**src/rtl/core_pkg.sv**
```systemverilog
// +--------------------------------------------------------------------+
// | core_pkg : shared types and widths for the first-core sequencer     |
// | Rev 1.0                                                             |
// +--------------------------------------------------------------------+
`default_nettype none

package core_pkg;

  localparam int INSTR_W  = 32;
  localparam int RETIRE_W = 32;

  typedef enum logic [2:0] {
    S_IDLE  = 3'd0,
    S_FETCH = 3'd1,
    S_WAIT  = 3'd2,
    S_EXEC  = 3'd3,
    S_HALT  = 3'd4
  } seq_state_t;

endpackage

`default_nettype wire

```
**src/rtl/fetch_sequencer_if.sv**
```systemverilog
// +--------------------------------------------------------------------+
// | fetch_sequencer_if : instruction-memory and execute-side bus        |
// | Rev 1.0                                                             |
// +--------------------------------------------------------------------+
`default_nettype none

interface fetch_sequencer_if
  import core_pkg::*;
#(
  parameter int ADDR_W = 16
);

  logic               imem_en;
  logic [ADDR_W-1:0]  imem_addr;
  logic [INSTR_W-1:0] imem_rdata;
  logic [INSTR_W-1:0] op;
  logic               op_valid;
  logic               write_finish;
  logic               store_finish;
  logic               jump_finish;
  logic [ADDR_W-1:0]  jump_target;

  modport master (
    output imem_en, imem_addr, op, op_valid,
    input  imem_rdata, write_finish, store_finish, jump_finish, jump_target
  );

  modport slave (
    input  imem_en, imem_addr, op, op_valid,
    output imem_rdata, write_finish, store_finish, jump_finish, jump_target
  );

endinterface

`default_nettype wire

```
**src/rtl/wait_counter.sv**
```systemverilog
// +--------------------------------------------------------------------+
// | wait_counter : loadable saturating down-counter with zero flag      |
// | Rev 1.0                                                             |
// +--------------------------------------------------------------------+
`default_nettype none

module wait_counter #(
  parameter int W = 4
) (
  input  wire logic         clk,
  input  wire logic         rst,
  input  wire logic         load,
  input  wire logic [W-1:0] load_val,
  input  wire logic         dec,
  output logic              zero
);

  logic [W-1:0] r_count;

  always_ff @(posedge clk or posedge rst) begin
    if (rst) begin
      r_count <= '0;
    end else if (load) begin
      r_count <= load_val;
    end else if (dec && (r_count != '0)) begin
      r_count <= r_count - 1'b1;
    end
  end

  assign zero = (r_count == '0);

endmodule

`default_nettype wire

```
**src/rtl/fetch_sequencer.sv**
```systemverilog
// +--------------------------------------------------------------------+
// | fetch_sequencer : multicycle fetch / wait-for-completion sequencer  |
// | Rev 1.0                                                             |
// +--------------------------------------------------------------------+
`default_nettype none

module fetch_sequencer
  import core_pkg::*;
#(
  parameter int                ADDR_W   = 16,
  parameter logic [ADDR_W-1:0] RESET_PC = '0,
  parameter int                MEM_LAT  = 2,
  parameter int                TIMEOUT  = 1024
) (
  input  wire logic                clk,
  input  wire logic                rst,
  input  wire logic                start,
  input  wire logic                halt_req,
  fetch_sequencer_if.master        bus,
  output logic [ADDR_W-1:0]        pc,
  output logic                     busy,
  output logic                     halted,
  output logic [RETIRE_W-1:0]      retired,
  output logic                     protocol_err
);

  localparam int LAT_W = 4;
  localparam int WD_W  = $clog2(TIMEOUT);

  seq_state_t         r_state;
  seq_state_t         w_next;
  logic               w_finish;
  logic               w_complete;
  logic               w_timeout;
  logic               w_capture;
  logic               w_lat_zero;
  logic               w_wd_zero;
  logic               r_halt_pend;
  logic               r_imem_en;
  logic               r_op_valid;
  logic [INSTR_W-1:0] r_op;

  assign w_finish  = bus.write_finish | bus.store_finish | bus.jump_finish;
  assign w_capture = (r_state == S_WAIT) && w_lat_zero;

  // Counters are preloaded with N-1 so that zero marks the last cycle.
  wait_counter #(.W(LAT_W)) u_lat_cnt (
    .clk      (clk),
    .rst      (rst),
    .load     (r_state == S_FETCH),
    .load_val (LAT_W'(MEM_LAT - 1)),
    .dec      (r_state == S_WAIT),
    .zero     (w_lat_zero)
  );

  wait_counter #(.W(WD_W)) u_wd_cnt (
    .clk      (clk),
    .rst      (rst),
    .load     (w_capture),
    .load_val (WD_W'(TIMEOUT - 1)),
    .dec      (r_state == S_EXEC),
    .zero     (w_wd_zero)
  );

  always_comb begin
    w_next     = r_state;
    w_complete = 1'b0;
    w_timeout  = 1'b0;
    case (r_state)
      S_IDLE:  if (start) w_next = S_FETCH;
      S_FETCH: w_next = S_WAIT;
      S_WAIT:  if (w_lat_zero) w_next = S_EXEC;
      S_EXEC: begin
        // A completion on the final watchdog cycle still wins.
        if (w_finish) begin
          w_complete = 1'b1;
          w_next     = (r_halt_pend || halt_req) ? S_HALT : S_FETCH;
        end else if (w_wd_zero) begin
          w_timeout = 1'b1;
          w_next    = S_HALT;
        end
      end
      S_HALT:  if (start) w_next = S_FETCH;
      default: w_next = S_IDLE;
    endcase
  end

  always_ff @(posedge clk or posedge rst) begin
    if (rst) begin
      r_state      <= S_IDLE;
      pc           <= RESET_PC;
      r_op         <= '0;
      r_imem_en    <= 1'b0;
      r_op_valid   <= 1'b0;
      retired      <= '0;
      protocol_err <= 1'b0;
      r_halt_pend  <= 1'b0;
    end else begin
      r_state    <= w_next;
      r_imem_en  <= (w_next == S_FETCH);
      r_op_valid <= w_capture;
      if (w_capture) begin
        r_op <= bus.imem_rdata;
      end
      if (w_complete) begin
        pc      <= bus.jump_finish ? bus.jump_target : pc + ADDR_W'(1);
        retired <= retired + RETIRE_W'(1);
      end
      if (w_timeout || (w_finish && (r_state != S_EXEC))) begin
        protocol_err <= 1'b1;
      end
      if (w_next == S_HALT) begin
        r_halt_pend <= 1'b0;
      end else if (halt_req && busy) begin
        r_halt_pend <= 1'b1;
      end
    end
  end

  assign busy          = (r_state == S_FETCH) || (r_state == S_WAIT) || (r_state == S_EXEC);
  assign halted        = (r_state == S_HALT);
  assign bus.imem_en   = r_imem_en;
  assign bus.imem_addr = pc;
  assign bus.op        = r_op;
  assign bus.op_valid  = r_op_valid;

endmodule

`default_nettype wire

```
**src/flat_wrapper.sv**
```systemverilog
// flat-port wrapper written by rule: the top's interface ports become plain ports
module fetch_sequencer_flat import core_pkg::*;
#(
  parameter int                ADDR_W   = 16,
  parameter logic [ADDR_W-1:0] RESET_PC = '0,
  parameter int                MEM_LAT  = 2,
  parameter int                TIMEOUT  = 1024
)
  (clk, rst, start, halt_req, pc, busy, halted, retired, protocol_err, bus_imem_en, bus_imem_addr, bus_op, bus_op_valid, bus_imem_rdata, bus_write_finish, bus_store_finish, bus_jump_finish, bus_jump_target);
  fetch_sequencer_if #(.ADDR_W(ADDR_W)) bus_i ();
  input  wire logic clk;
  input  wire logic rst;
  input  wire logic start;
  input  wire logic halt_req;
  output logic [ADDR_W-1:0] pc;
  output logic busy;
  output logic halted;
  output logic [RETIRE_W-1:0] retired;
  output logic protocol_err;
  output wire logic [$bits(bus_i.imem_en)-1:0] bus_imem_en;
  output wire logic [$bits(bus_i.imem_addr)-1:0] bus_imem_addr;
  output wire logic [$bits(bus_i.op)-1:0] bus_op;
  output wire logic [$bits(bus_i.op_valid)-1:0] bus_op_valid;
  input wire logic [$bits(bus_i.imem_rdata)-1:0] bus_imem_rdata;
  input wire logic [$bits(bus_i.write_finish)-1:0] bus_write_finish;
  input wire logic [$bits(bus_i.store_finish)-1:0] bus_store_finish;
  input wire logic [$bits(bus_i.jump_finish)-1:0] bus_jump_finish;
  input wire logic [$bits(bus_i.jump_target)-1:0] bus_jump_target;
  assign bus_imem_en = bus_i.imem_en;
  assign bus_imem_addr = bus_i.imem_addr;
  assign bus_op = bus_i.op;
  assign bus_op_valid = bus_i.op_valid;
  assign bus_i.imem_rdata = bus_imem_rdata;
  assign bus_i.write_finish = bus_write_finish;
  assign bus_i.store_finish = bus_store_finish;
  assign bus_i.jump_finish = bus_jump_finish;
  assign bus_i.jump_target = bus_jump_target;
  fetch_sequencer #(.ADDR_W(ADDR_W), .RESET_PC(RESET_PC), .MEM_LAT(MEM_LAT), .TIMEOUT(TIMEOUT)) u_core (.clk(clk), .rst(rst), .start(start), .halt_req(halt_req), .bus(bus_i), .pc(pc), .busy(busy), .halted(halted), .retired(retired), .protocol_err(protocol_err));
endmodule
```
**config.mk**
```make
export PLATFORM = sky130hd
export DESIGN_NAME = fetch_sequencer_flat
export DESIGN_NICKNAME = d
export VERILOG_FILES = /design/src/rtl/core_pkg.sv /design/src/rtl/fetch_sequencer_if.sv /design/src/rtl/wait_counter.sv /design/src/rtl/fetch_sequencer.sv /design/src/flat_wrapper.sv
export SDC_FILE = /design/constraint.sdc
export NUM_CORES = 1
export LEC_CHECK = 0
export ABC_AREA = 0
export CORE_MARGIN = 1
export CORE_UTILIZATION = 37
export DETAILED_ROUTE_END_ITERATION = 16
export MAX_ROUTING_LAYER = met4
export PLACE_DENSITY = 0.63
export SYNTH_ARGS = -nofsm -noshare
export SYNTH_HDL_FRONTEND = slang
export SYNTH_HIERARCHICAL = 1
export SYNTH_SLANG_ARGS = --single-unit
```
**constraint.sdc**
```tcl
create_clock -name clk -period 4.7 [get_ports clk]
set_input_delay 1.41 -clock clk [delete_from_list [all_inputs] [get_ports clk]]
set_output_delay 1.41 -clock clk [all_outputs]
set_load 0.005 [all_outputs]
```
=== Word level (Yosys, flattened, before mapping) ===
Index checks and enable logic that the tools add are counted.

* Register bits: 101

* Add/sub/neg operators: 4
* Equality and inequality tests: 7
* Mux-type cells: 18
* Bitwise logic cells: 2
* Reduce and logical (&&, ||, !) cells: 18

{| class="wikitable"
|+ Operator list
! operator !! count
|-
| $add 32x1->32 const B || 1
|-
| $mux 10 || 2
|-
| $add 16x1->16 const B || 1
|-
| $mux 16 || 1
|-
| $mux 3 || 5
|-
| $pmux 3 s4 || 1
|-
| $logic_not 10->1 || 1
|-
| $reduce_bool 10->1 || 1
|-
| $sub 10x1->10 const B || 1
|-
| $mux 4 || 2
|-
| $mux 1 || 7
|-
| $eq 3x1->1 const B || 2
|-
| $eq 3x2->1 const B || 2
|-
| $eq 3x3->1 const B || 2
|-
| $reduce_bool 2->1 || 3
|-
| $logic_and 1x1->1 || 5
|-
| $logic_not 4->1 || 1
|-
| $logic_or 1x1->1 || 4
|-
| $reduce_bool 4->1 || 1
|-
| $sub 4x1->4 const B || 1
|-
| $logic_not 3->1 || 1
|-
| $ne 3x2->1 const B || 1
|-
| $or 1x1->1 || 2
|-
| $reduce_or 2->1 || 1
|}

=== Logic depth before layout (Yosys ltp) ===
* Depth in word-level cells: 6
* Depth in mapped cells: 11
* Mapped depth without buffers: 8

=== By module ===
The synthesis kept the hierarchy.

{| class="wikitable"
|+ By module, submodules not included
! module !! times used !! cells each !! area each (sq um)
|-
| fetch_sequencer || 1 || 379 || 4,155.2
|-
| wait_counter at u_core.u_wd_cnt || 1 || 69 || 655.6
|-
| wait_counter at u_core.u_lat_cnt || 1 || 28 || 261.5
|}

=== Worst setup path after synthesis ===
OpenSTA, ideal clock, no wires.

* Path kind: input to register
* From: in bus_jump_finish
* To: reg u_core.retired[25]
* Library setup time: 0.125 ns
* Arrival: 2.465 ns
* Data required time: 4.575 ns
* Setup slack: 2.111 ns
* Cell stages on the path: 6
* Cell sequence: buf_2 nor3_2 nor4_2 buf_2 nand4_1 xnor2_1

* Word-level cells in the longest chain between the ends: 3

{| class="wikitable"
|+ RTL lines
! item !! line !! source
|-
| start: declaration || flat_wrapper.sv:27 || <nowiki>input wire logic [$bits(bus_i.jump_finish)-1:0] bus_jump_finish;</nowiki>
|-
| $or 1x1->1 || fetch_sequencer.sv:43 || <nowiki>assign w_finish = bus.write_finish | bus.store_finish | bus.jump_finish;</nowiki>
|-
| $mux 1 || fetch_sequencer.sv:75 || <nowiki>if (w_finish) begin</nowiki>
|-
| $mux 1 || fetch_sequencer.sv:69 || <nowiki>case (r_state)</nowiki>
|-
| end signal: assignment || fetch_sequencer.sv:107 || <nowiki>retired <= retired + RETIRE_W'(1);</nowiki>
|-
| end: declaration || fetch_sequencer.sv:23 || <nowiki>output logic [RETIRE_W-1:0] retired,</nowiki>
|}

Every way passes these cells.
A chain may end at the register's enable or synchronous reset.

=== Worst setup path after layout ===
* From: reg u_core.r_state[0]
* To: out halted

* Word-level cells in the longest chain between the ends: 1

{| class="wikitable"
|+ RTL lines
! item !! line !! source
|-
| start: declaration || fetch_sequencer.sv:30 || <nowiki>seq_state_t r_state;</nowiki>
|-
| start signal: assignment || fetch_sequencer.sv:99 || <nowiki>r_state <= w_next;</nowiki>
|-
| $eq 3x3->1 || fetch_sequencer.sv:121 || <nowiki>assign halted = (r_state == S_HALT);</nowiki>
|-
| end: declaration || flat_wrapper.sv:17 || <nowiki>output logic halted;</nowiki>
|}

Every way passes these cells.

==> impl_metrics.tcl <==
set metrics [dict create \
    ir_worst_vdd_uv 381.9 \
    grt_overflow_total 0 \
    diodes 0 \
    grt_usage_pct 18.22 \
    slew_viol_final 0 \
    fin_ws_ns 1.572 \
    seq_area_mm2 0.002527 \
    gp_congestion 0.8076 \
    worstHoldEndpoint "u_core/retired[31]" \
    synth_flop_cell "dfrtp_1" \
    period_share_pct 66.55 \
    cts_tree "done" \
    synth_edf_count 0 \
    place_ws_ns 1.328 \
    via_per_inst 5.160 \
    grt_pass1_wl_um 20040 \
    die-area_mm2 0.01418 \
    async_flop_share_pct 100.0 \
    syn-cell-area_mm2 0.005072 \
    syn_inst 476 \
    drt_iter0_markers 269 \
    cts-root-buf "clkbuf_16" \
    min_from "u_core/retired[31]" \
    hold_slack_ns 0.4756 \
    ant_nets 0 \
    die_w_um 119.1 \
    rsz0062_at_grt "false" \
    hold_depth 1 \
    synthTopCellsByArea "dfrtp_1, mux2_2, xnor2_1, nand4_1, buf_4" \
    yosysWarningCount 6 \
    clock_latency_ns 0.35 \
    finalHoldViolCount 0 \
    design.core.area_mm2 0.01330 \
    worstSetupPathType "reg2out" \
    finalSetupViolCount 0 \
    status "completed" \
    rows 42 \
    pwr_density_cell_mw_per_mm2 530.1 \
    drt_pre_antenna_iters 4 \
    clk_path_buf_depth 2 \
    wire_per_inst_um 15.06 \
    start_util_pct 38.15 \
    max_freq_mhz 319.7 \
    path_clk_slew_ns 0.07 \
    yosysSeqAreaShare_pct 49.83 \
    netlist.area_leader.share_pct 49.83 \
    fin_nets 680 \
    yosysMostFrequentCell "dfrtp_1" \
    startpoint_type "register" \
    p_leak_nw 2.825 \
    ys_ff_latch 101 \
    areaGrowthSynthToFinish_pct 38.48 \
    drv_cap 0 \
    cts_hold_buf 0 \
    hp-class "reg2reg" \
    r2r_slack_ns 2.06 \
    h-tree-depth 3 \
    drive_gt1_share_pct 12.46 \
    fillers 1169 \
    r2r-start "u_core/u_lat_cnt/r_count[0]" \
    slowest_stage "clkdlybuf4s50_1" \
    cts_made_buffers 9 \
    synth.distinct_cells 68 \
    avgSynthCellArea_um2 10.66 \
    grt_max_degree 64 \
    io_buffer_count 155 \
    die_height_um 119.1 \
    relSlewSlack_pct 25.66 \
    vias 4138 \
    critPathArrivalTime_ns 1.72 \
    cp_cell_sequence "nor2_1, and2_1, clkdlybuf4s50_1" \
    synthTopCellsByCount "dfrtp_1, mux2_2, nand2_1" \
    synth_top_area_cell "dfrtp_1" \
    ioPinCount 156 \
    fin_skew_ns 0.007832 \
    cts.repair.resized 0 \
    timing.rr.end "u_core/u_wd_cnt/r_count[8]" \
    r2r_cells 7 \
    antenna_found_initial 0 \
    crit_start "u_core/r_state[0]" \
    fin_tns_setup_ns 0 \
    first_global_vias 3933 \
    cts_sinks 101 \
    cp_data_required_time_ns 3.29 \
    period_needed_ns 3.128 \
    end_kind "output pin" \
    hpwl_um 8466 \
    crit_fanout 8 \
    wirelength_um 12080 \
    worstMarginPinSlew_ns 1.115 \
    max_stage_delay_ns 0.52 \
    multiInputGateArea_mm2 0.002291 \
    postCtsSetupBuffers 0 \
    drcViolationCount 0 \
]
[power by group]
part	internal (mW)	leakage (nW)	switching, mW	total [mW]
combinational	0.920	1.40	0.578	1.50
sequential	1.16	1.28	0.311	1.48
clock	0.426	0.149	0.325	0.751
total	2.51	2.82	1.21	3.72
[through the flow]
stage / cell area, um2 / utilization [%] / cells / total power [mW]
floorplan: 5117 / - / 488 / 2.285
global placement: 6724 / 50.57 / 786 / 2.956
detailed placement: 6724 / 50.57 / 786 / 3.001
CTS: 7024 / 52.83 / 802 / 3.772
global route: 7024 / 52.83 / 802 / 3.999
finish: 7024 / 52.83 / 802 / 3.723
[kinds of logic (layout without fill, tap and decap cells)]
logic type      after synthesis  in the layout  share of synthesized area (%)
mux                          37             37                          8.140
buf+inv                      60            198                          6.043
simple gates                154            154                          17.88
fa+ha+maj                     4              4                         0.9867
flops                       101            101                          49.83
other cells                   2             14                         0.1481
compound gates               83             83                          10.93
xor+xnor                     35             35                          6.043
[worst max-delay path, delay by kind of cell (launching register included)]
kind | cells | cell delay [ns]
simple gates | 2 | 0.40
buf+inv | 1 | 0.52
flops | 1 | 0.45
[sequential cells by signal (all words and copies together), names as in the netlist]
register / cells
u_core/bus.imem_en: 1
u_core/retired: 32
u_core/bus.op_valid: 1
u_core/u_wd_cnt/r_count: 10
u_core/r_halt_pend: 1
u_core/r_state: 3
u_core/protocol_err: 1
u_core/bus.imem_addr: 16
u_core/u_lat_cnt/r_count: 4
u_core/bus.op: 32
[how the worst max path moves through the flow]
stage / end / slack, ns
2_1_floorplan: u_core/bus.imem_addr[0] / 1.04
3_3_place_gp: u_core/bus.imem_addr[10] / 1.43
3_5_place_dp: u_core/bus.imem_addr[10] / 1.33
4_1_cts: halted / 1.54
5_1_grt: halted / 1.43
6_report: halted / 1.57
[placed cells by master (no fill, tap or decap), types with 3 or more instances in the layout]
cell type and instances:
nand4_1 26, nor3b_1 5, o22ai_1 9, and2_1 3, clkdlybuf4s50_1 155, nand2b_1 4
a21oi_1 23, o21a_1 4, o21ai_1 8, inv_1 20, or3_1 3, o41ai_1 3
xor2_1 5, nand3_1 19, nor4_2 3, o31ai_1 5, xnor2_1 30, buf_4 4
clkbuf_16 9, mux2_2 34, and3_1 5, and4_1 3, nor3_1 9, dfrtp_1 101
clkinv_2 4, conb_1 14, ha_1 4, nand2_1 31, mux2i_1 3, nor2_1 16
nor4_1 9, o21ai_0 9
[metal layers]
layer / global-route usage [%] / vias to the layer above / wire length [um]
li1: - / 1989 / -
met1: 23.74 / 2006 / 5413
met2: 28.16 / 132 / 5797
met3: 4.310 / 11 / 715
met4: 5.459 / 0 / 151
met5: - / - / 0
[area by class of cell]
type                       instances  area share, %
clock buffer                      10          3.402
sequential                       101          35.98
clock inverter                     6         0.8728
tap                              176          3.135
inverter                          22          1.193
multi-input combinational        327          32.61
timing repair buffer             160          22.80
(Power assumes the default switching activity.)
